**src/rtl/mod_delay.sv**
```systemverilog
// rtl/mod_delay.sv - modulated-delay effect (echo/chorus/flanger) served through smart_ram
// One sample per cs/my_turn grant; a triangle LFO sweeps the read offset for chorus and flanger.
module mod_delay #(
    parameter int DATA_WIDTH  = 16,
    parameter int ADDR_WIDTH  = 12,
    parameter int BASE_OFFSET = 1024,
    parameter int DEPTH       = 256,
    parameter int LFO_DIV     = 16,
    parameter int MIX_SHIFT   = 1,
    parameter int FB_SHIFT    = 1,
    parameter int WR_OFFSET   = 1,
    localparam int LW         = $clog2(DEPTH + 1),
    localparam int CW         = $clog2(LFO_DIV + 1)
) (
    input  logic                  clk,
    input  logic                  rst,
    input  logic                  cs,
    input  logic                  my_turn,
    input  logic [1:0]            mode,
    input  logic [DATA_WIDTH-1:0] data_in,
    output logic [DATA_WIDTH-1:0] data_out,
    output logic                  available,
    output logic                  done,
    output logic                  sram_rd,
    output logic                  sram_wr,
    output logic [ADDR_WIDTH-1:0] sram_offset,
    output logic [DATA_WIDTH-1:0] sram_data_out,
    input  logic [DATA_WIDTH-1:0] sram_data_in,
    input  logic                  sram_read_finish,
    input  logic                  sram_write_finish,
    output logic [LW-1:0]         lfo_pos
);

    typedef enum logic [1:0] {
        S_IDLE  = 2'd0,
        S_READ  = 2'd1,
        S_WRITE = 2'd2,
        S_DONE  = 2'd3
    } state_t;

    state_t                  r_state;
    logic [1:0]              r_mode;
    logic [DATA_WIDTH-1:0]   r_data_out;
    logic [DATA_WIDTH-1:0]   r_sram_data_out;
    logic [ADDR_WIDTH-1:0]   r_sram_offset;
    logic                    r_rd;
    logic                    r_wr;
    logic                    r_done;
    logic [LW-1:0]           r_lfo;
    logic                    r_dir_down;
    logic [CW-1:0]           r_cnt;

    logic signed [DATA_WIDTH-1:0] w_wet;
    logic signed [DATA_WIDTH-1:0] w_fb;
    logic signed [DATA_WIDTH:0]   w_mix_sum;
    logic signed [DATA_WIDTH:0]   w_fb_sum;
    logic [ADDR_WIDTH-1:0]        w_mod_offset;

    // Clamp a one-bit-wider sum: overflow shows as disagreeing top two bits.
    function automatic logic [DATA_WIDTH-1:0] sat(input logic signed [DATA_WIDTH:0] s);
        if (s[DATA_WIDTH] != s[DATA_WIDTH-1])
            return s[DATA_WIDTH] ? {1'b1, {(DATA_WIDTH-1){1'b0}}}
                                 : {1'b0, {(DATA_WIDTH-1){1'b1}}};
        else
            return s[DATA_WIDTH-1:0];
    endfunction

    assign w_wet        = $signed(sram_data_in) >>> MIX_SHIFT;
    assign w_fb         = $signed(sram_data_in) >>> FB_SHIFT;
    assign w_mix_sum    = $signed({data_in[DATA_WIDTH-1], data_in}) + $signed({w_wet[DATA_WIDTH-1], w_wet});
    assign w_fb_sum     = $signed({data_in[DATA_WIDTH-1], data_in}) + $signed({w_fb[DATA_WIDTH-1], w_fb});
    assign w_mod_offset = ADDR_WIDTH'(BASE_OFFSET) + ADDR_WIDTH'(r_lfo);

    assign available     = (r_state == S_IDLE);
    assign done          = r_done;
    assign data_out      = r_data_out;
    assign sram_rd       = r_rd;
    assign sram_wr       = r_wr;
    assign sram_offset   = r_sram_offset;
    assign sram_data_out = r_sram_data_out;
    assign lfo_pos       = r_lfo;

    always_ff @(posedge clk or posedge rst) begin
        if (rst) begin
            r_state         <= S_IDLE;
            r_mode          <= 2'd0;
            r_data_out      <= '0;
            r_sram_data_out <= '0;
            r_sram_offset   <= '0;
            r_rd            <= 1'b0;
            r_wr            <= 1'b0;
            r_done          <= 1'b0;
            r_lfo           <= '0;
            r_dir_down      <= 1'b0;
            r_cnt           <= '0;
        end else begin
            r_rd   <= 1'b0;
            r_wr   <= 1'b0;
            r_done <= 1'b0;
            case (r_state)
                S_IDLE: begin
                    if (cs && my_turn) begin
                        r_mode <= mode;
                        if (mode == 2'd0) begin
                            r_data_out <= data_in;
                            r_done     <= 1'b1;
                            r_state    <= S_DONE;
                        end else begin
                            r_sram_offset <= (mode == 2'd1) ? ADDR_WIDTH'(BASE_OFFSET) : w_mod_offset;
                            r_rd          <= 1'b1;
                            r_state       <= S_READ;
                        end
                    end
                end
                S_READ: begin
                    if (sram_read_finish) begin
                        r_data_out <= sat(w_mix_sum);
                        // Echo (1) and flanger (3) both feed back; chorus (2) does not.
                        if (r_mode[0]) begin
                            r_sram_data_out <= sat(w_fb_sum);
                            r_sram_offset   <= ADDR_WIDTH'(WR_OFFSET);
                            r_wr            <= 1'b1;
                            r_state         <= S_WRITE;
                        end else begin
                            r_done  <= 1'b1;
                            r_state <= S_DONE;
                        end
                    end
                end
                S_WRITE: begin
                    if (sram_write_finish) begin
                        r_done  <= 1'b1;
                        r_state <= S_DONE;
                    end
                end
                S_DONE: begin
                    r_state <= S_IDLE;
                    if (r_cnt == CW'(LFO_DIV - 1)) begin
                        r_cnt <= '0;
                        if (!r_dir_down) begin
                            r_lfo <= r_lfo + 1'b1;
                            if (r_lfo == LW'(DEPTH - 1)) r_dir_down <= 1'b1;
                        end else begin
                            r_lfo <= r_lfo - 1'b1;
                            if (r_lfo == LW'(1)) r_dir_down <= 1'b0;
                        end
                    end else begin
                        r_cnt <= r_cnt + 1'b1;
                    end
                end
                default: r_state <= S_IDLE;
            endcase
        end
    end

endmodule

```
**config.mk**
```make
export PLATFORM = sky130hd
export DESIGN_NAME = mod_delay
export DESIGN_NICKNAME = d
export VERILOG_FILES = /design/src/rtl/mod_delay.sv
export SDC_FILE = /design/constraint.sdc
export NUM_CORES = 1
export LEC_CHECK = 0
export BUFFER_PORTS_ARGS = -buffer_cell sky130_fd_sc_hd__buf_2
export CAP_MARGIN = 20
export CORE_MARGIN = 2
export CORE_UTILIZATION = 54
export CTS_CLUSTER_SIZE = 16
export DETAILED_ROUTE_END_ITERATION = 16
export GPL_ROUTABILITY_DRIVEN = 0
export PLACE_DENSITY = 0.8
export SLEW_MARGIN = 20
export SYNTH_ARGS = -nofsm -noshare
export SYNTH_HDL_FRONTEND = slang
export SYNTH_SLANG_ARGS = --single-unit
```
**constraint.sdc**
```tcl
create_clock -name clk -period 2.7 [get_ports clk]
set_input_delay 0.54 -clock clk [delete_from_list [all_inputs] [get_ports clk]]
set_output_delay 0.54 -clock clk [all_outputs]
set_load 0.01 [all_outputs]
```
==> summary.md <==
| Metric | Value |
|---|---|
| ANT nets after route | `0` |
| Diodes inserted | `0` |
| Die Ht | `between 80 and 90 µm` |
| Sw Share | `0.394` |
| Global Route Usage Sum | `0.255` |
| Layout Cells excl Fill | `around 640` |
| Via count | `approximately 3600` |
| Hold Slack | `276 ps` |
| Detail Placement HPWL | `7380 µm` |
| CTS tree | `yes` |
| Port buffer count | `between 90 and 100` |
| CP Capture Type | `register` |
| Pre-CTS setup slack | `-82.8 ps` |
| H-tree depth | `3` |
| Worst-path fanout max | `19` |
| Fin crit period | `roughly 2400 ps` |
| Most common cell in the netlist | `dfrtp_1` |
| Commonest cells in the netlist | `63 x dfrtp_1, 48 x nand2_1, 36 x a21oi_1` |
| Cell taking the most area after synthesis | `dfrtp_1` |
| Crit start category | `primary input` |
| Seq cells post-synth | `63` |
| Cts bufs inserted | `9` |
| Number of synthesized flops with an enable pin | `0` |
| Initial antenna violation count | `0` |
| Area Overhead vs Synth | `25.4%` |
| Asr flop ratio synth | `1.00` |
| Wirelength per Cell | `15.0 µm` |
| Global-route wire length before repair | `about 15000 µm` |
| Num ports | `97` |
| CTS max path bufs | `2` |
| Slew headroom | `0.556` |
| Die width | `~88 µm` |
| RSZ-0062 raised after global routing | `no` |
| Main flop type after synthesis | `dfrtp_1` |
| Routed wire length | `approximately 9500 µm` |
| Clk_skew | `roughly 7.5 ps` |
| Clock Sinks | `between 60 and 70` |
| Clock root cell | `clkbuf_8` |
| Fillcell total | `about 560` |
| GRT overflow | `0` |
| Crit path DAT | `approximately 2700 ps` |
| Final-report setup violation count | `0` |
| Largest net degree at the start of global routing | `34` |
| Synth Area per Inst | `a little over 9 µm²` |
| Library cells used by synthesis | `60` |
| Seq pwr share | `0.348` |
| Number of gates resized after cts | `0` |
| Sequential cell area | `roughly 1600 µm²` |
| Ranking of synthesized cells by area | `dfrtp_1 41%, ha_1 8.2%, a21oi_1 4.7%` |
| Setup slack after layout | `around 290 ps` |
| Vias per cell | `5.59` |
| DR pass1 iterations | `5` |
| Clk pwr share | `0.220` |
| DRC | `0` |
| Skew-Pair Late Insertion Delay | `between 300 and 400 ps` |
| Worst path required time | `about 3000 ps` |
| PD cells | `about 900 nW/µm²` |
| Leak Pwr | `about 2.4 nW` |
| Synth top area share | `0.413` |
| Slew Viols, Final | `0` |
| Max cap viols | `0` |
| Crit share post-route | `0.891` |
| Sequential area share after synthesis | `0.413` |
| Synth warn | `0` |
| Rows | `30` |
| Mapped cell area | `3820 µm²` |
| Vias in the first global route | `3360` |
| Comb pwr share | `0.432` |
| Multi-input logic area | `between 2000 and 2500 µm²` |
| NumNets Final | `between 600 and 700` |
| Status | `completed` |
| Peak Freq | `slightly above 400 MHz` |
| Die area | `just under 8000 µm²` |
| Setup tns final | `0 ps` |
| Crit Path Class | `in2reg` |
| Hold buffers post-CTS | `0` |
| Peak VDD IR | `around 360 µV` |
| Clk pin slew, worst setup/hold paths | `roughly 70 ps` |
| Starting Density | `0.559` |
| Final Hold Fails | `0` |
| HP Class | `in2async` |
| Cells after DPL | `621` |
| Syn Inst Count | `roughly 420` |
| Share of layout cells above drive strength 1 | `0.298` |
| Post-CTS setup buffer count | `0` |
| Core area | `a little under 7000 µm²` |
| Switching Power | `between 0.0015 and 0.002 W` |
| Worst Tran Pin Value | `665 ps` |
| Drt initial violations | `150` |
| P_int | `0.00259 W` |
-- stage by stage --
| step | util | area (µm²) | total power (W) |
|---|---|---|---|
| after detailed placement | 0.667 | 4560 | 0.00335 |
| after global routing | 0.701 | 4790 | 0.00457 |
| after CTS | 0.701 | 4790 | 0.00429 |
| after floorplan | - | 3820 | 0.00266 |
| final | 0.701 | 4790 | 0.00427 |
| after global placement | 0.667 | 4560 | 0.00327 |
-- power groups by stage --
stage          combinational [W]  sequential, W  clock [W]
3_5_place_dp             0.00185        0.00150          0
3_3_place_gp             0.00178        0.00148          0
6_report                 0.00185        0.00149   0.000940
2_1_floorplan            0.00108        0.00158          0
4_1_cts                  0.00186        0.00149   0.000942
5_1_grt                  0.00206        0.00152   0.000988
-- worst max-delay path, cell delays in order --
cell and delay, ps:
buf_2 90, ha_1 180, inv_1 70, fa_1 380, nor2b_1 160, o31a_1 180, o21ai_2 90, o211ai_1 260
o21a_4 320, nor2_1 120, a221oi_1 260
-- placed cells by master, fill, tap and decap left out, drive strengths merged, types with 2 or more instances in the layout --
| master | netlist | routed |
|---|---|---|
| o31a | 2 | 2 |
| mux2i | 2 | 2 |
| conb | 1 | 2 |
| nor3b | 3 | 3 |
| dfrtp | 63 | 63 |
| a21boi | 2 | 2 |
| o21bai | 2 | 2 |
| a211oi | 3 | 3 |
| or4b | 2 | 2 |
| or3 | 4 | 4 |
| nor2b | 2 | 2 |
| and2 | 5 | 5 |
| nor3 | 9 | 9 |
| ha | 25 | 25 |
| nand3 | 8 | 8 |
| nand2 | 48 | 48 |
| a21oi | 36 | 36 |
| a21o | 3 | 3 |
| clkinv | 0 | 3 |
| xor2 | 7 | 7 |
| a221oi | 2 | 2 |
| o21ai | 41 | 41 |
| buf | 6 | 124 |
| inv | 18 | 18 |
| a31oi | 7 | 7 |
| nor2 | 29 | 29 |
| or2 | 5 | 5 |
| clkbuf | 11 | 10 |
| nand4 | 5 | 5 |
| o31ai | 7 | 7 |
| nand2b | 5 | 5 |
| o21a | 3 | 3 |
| and3 | 8 | 8 |
| mux2 | 3 | 3 |
| a22o | 8 | 8 |
| o211ai | 3 | 3 |
| o22ai | 3 | 3 |
| xnor2 | 12 | 12 |
| bufinv | 0 | 2 |
-- layout make-up --
class | count | share of cell area
tap | 96 | 0.0251
inverter | 18 | 0.0141
timing repair buffer | 124 | 0.148
clock buffer | 10 | 0.0287
multi-input combinational | 320 | 0.435
sequential | 63 | 0.329
clock inverter | 6 | 0.0196
-- state kept, by name, indices dropped and copies added (netlist names), 2 cells and up --
signal / count
data_out: 16
lfo_pos: 9
r_cnt: 5
r_state: 2
sram_data_out: 16
sram_offset: 10
-- kinds of logic after synthesis --
logic type      after synthesis  share of synthesized area
simple gates                138                      0.179
compound gates              130                      0.218
flops                        63                      0.413
buf+inv                      35                     0.0432
fa+ha+maj                    26                     0.0871
xor+xnor                     19                     0.0436
mux                           5                     0.0151
other cells                   1                   0.000982
-- path summary, 6_finish.rpt --
path,startpoint,end,slack (ps),depth (start not counted)
max,data_in[0],data_out[9],290,11
min,rst,sram_offset[2],280,2
max reg2reg,r_state[1],data_out[9],470,9
min reg2reg,sram_data_out[2],sram_data_out[2],480,2
max in group asynchronous,rst,sram_data_out[6],1820,3
min in group clk,data_in[2],data_out[2],460,3
-- routing by layer --
layer | track usage | vias to the layer above | share of wire
li1 | - | 1740 | -
met1 | 0.329 | 1677 | 0.43
met2 | 0.425 | 128 | 0.49
met3 | 0.0471 | 16 | 0.061
met4 | 0.106 | 0 | 0.017
met5 | 0 | - | 0
(Power assumes the default switching activity.)
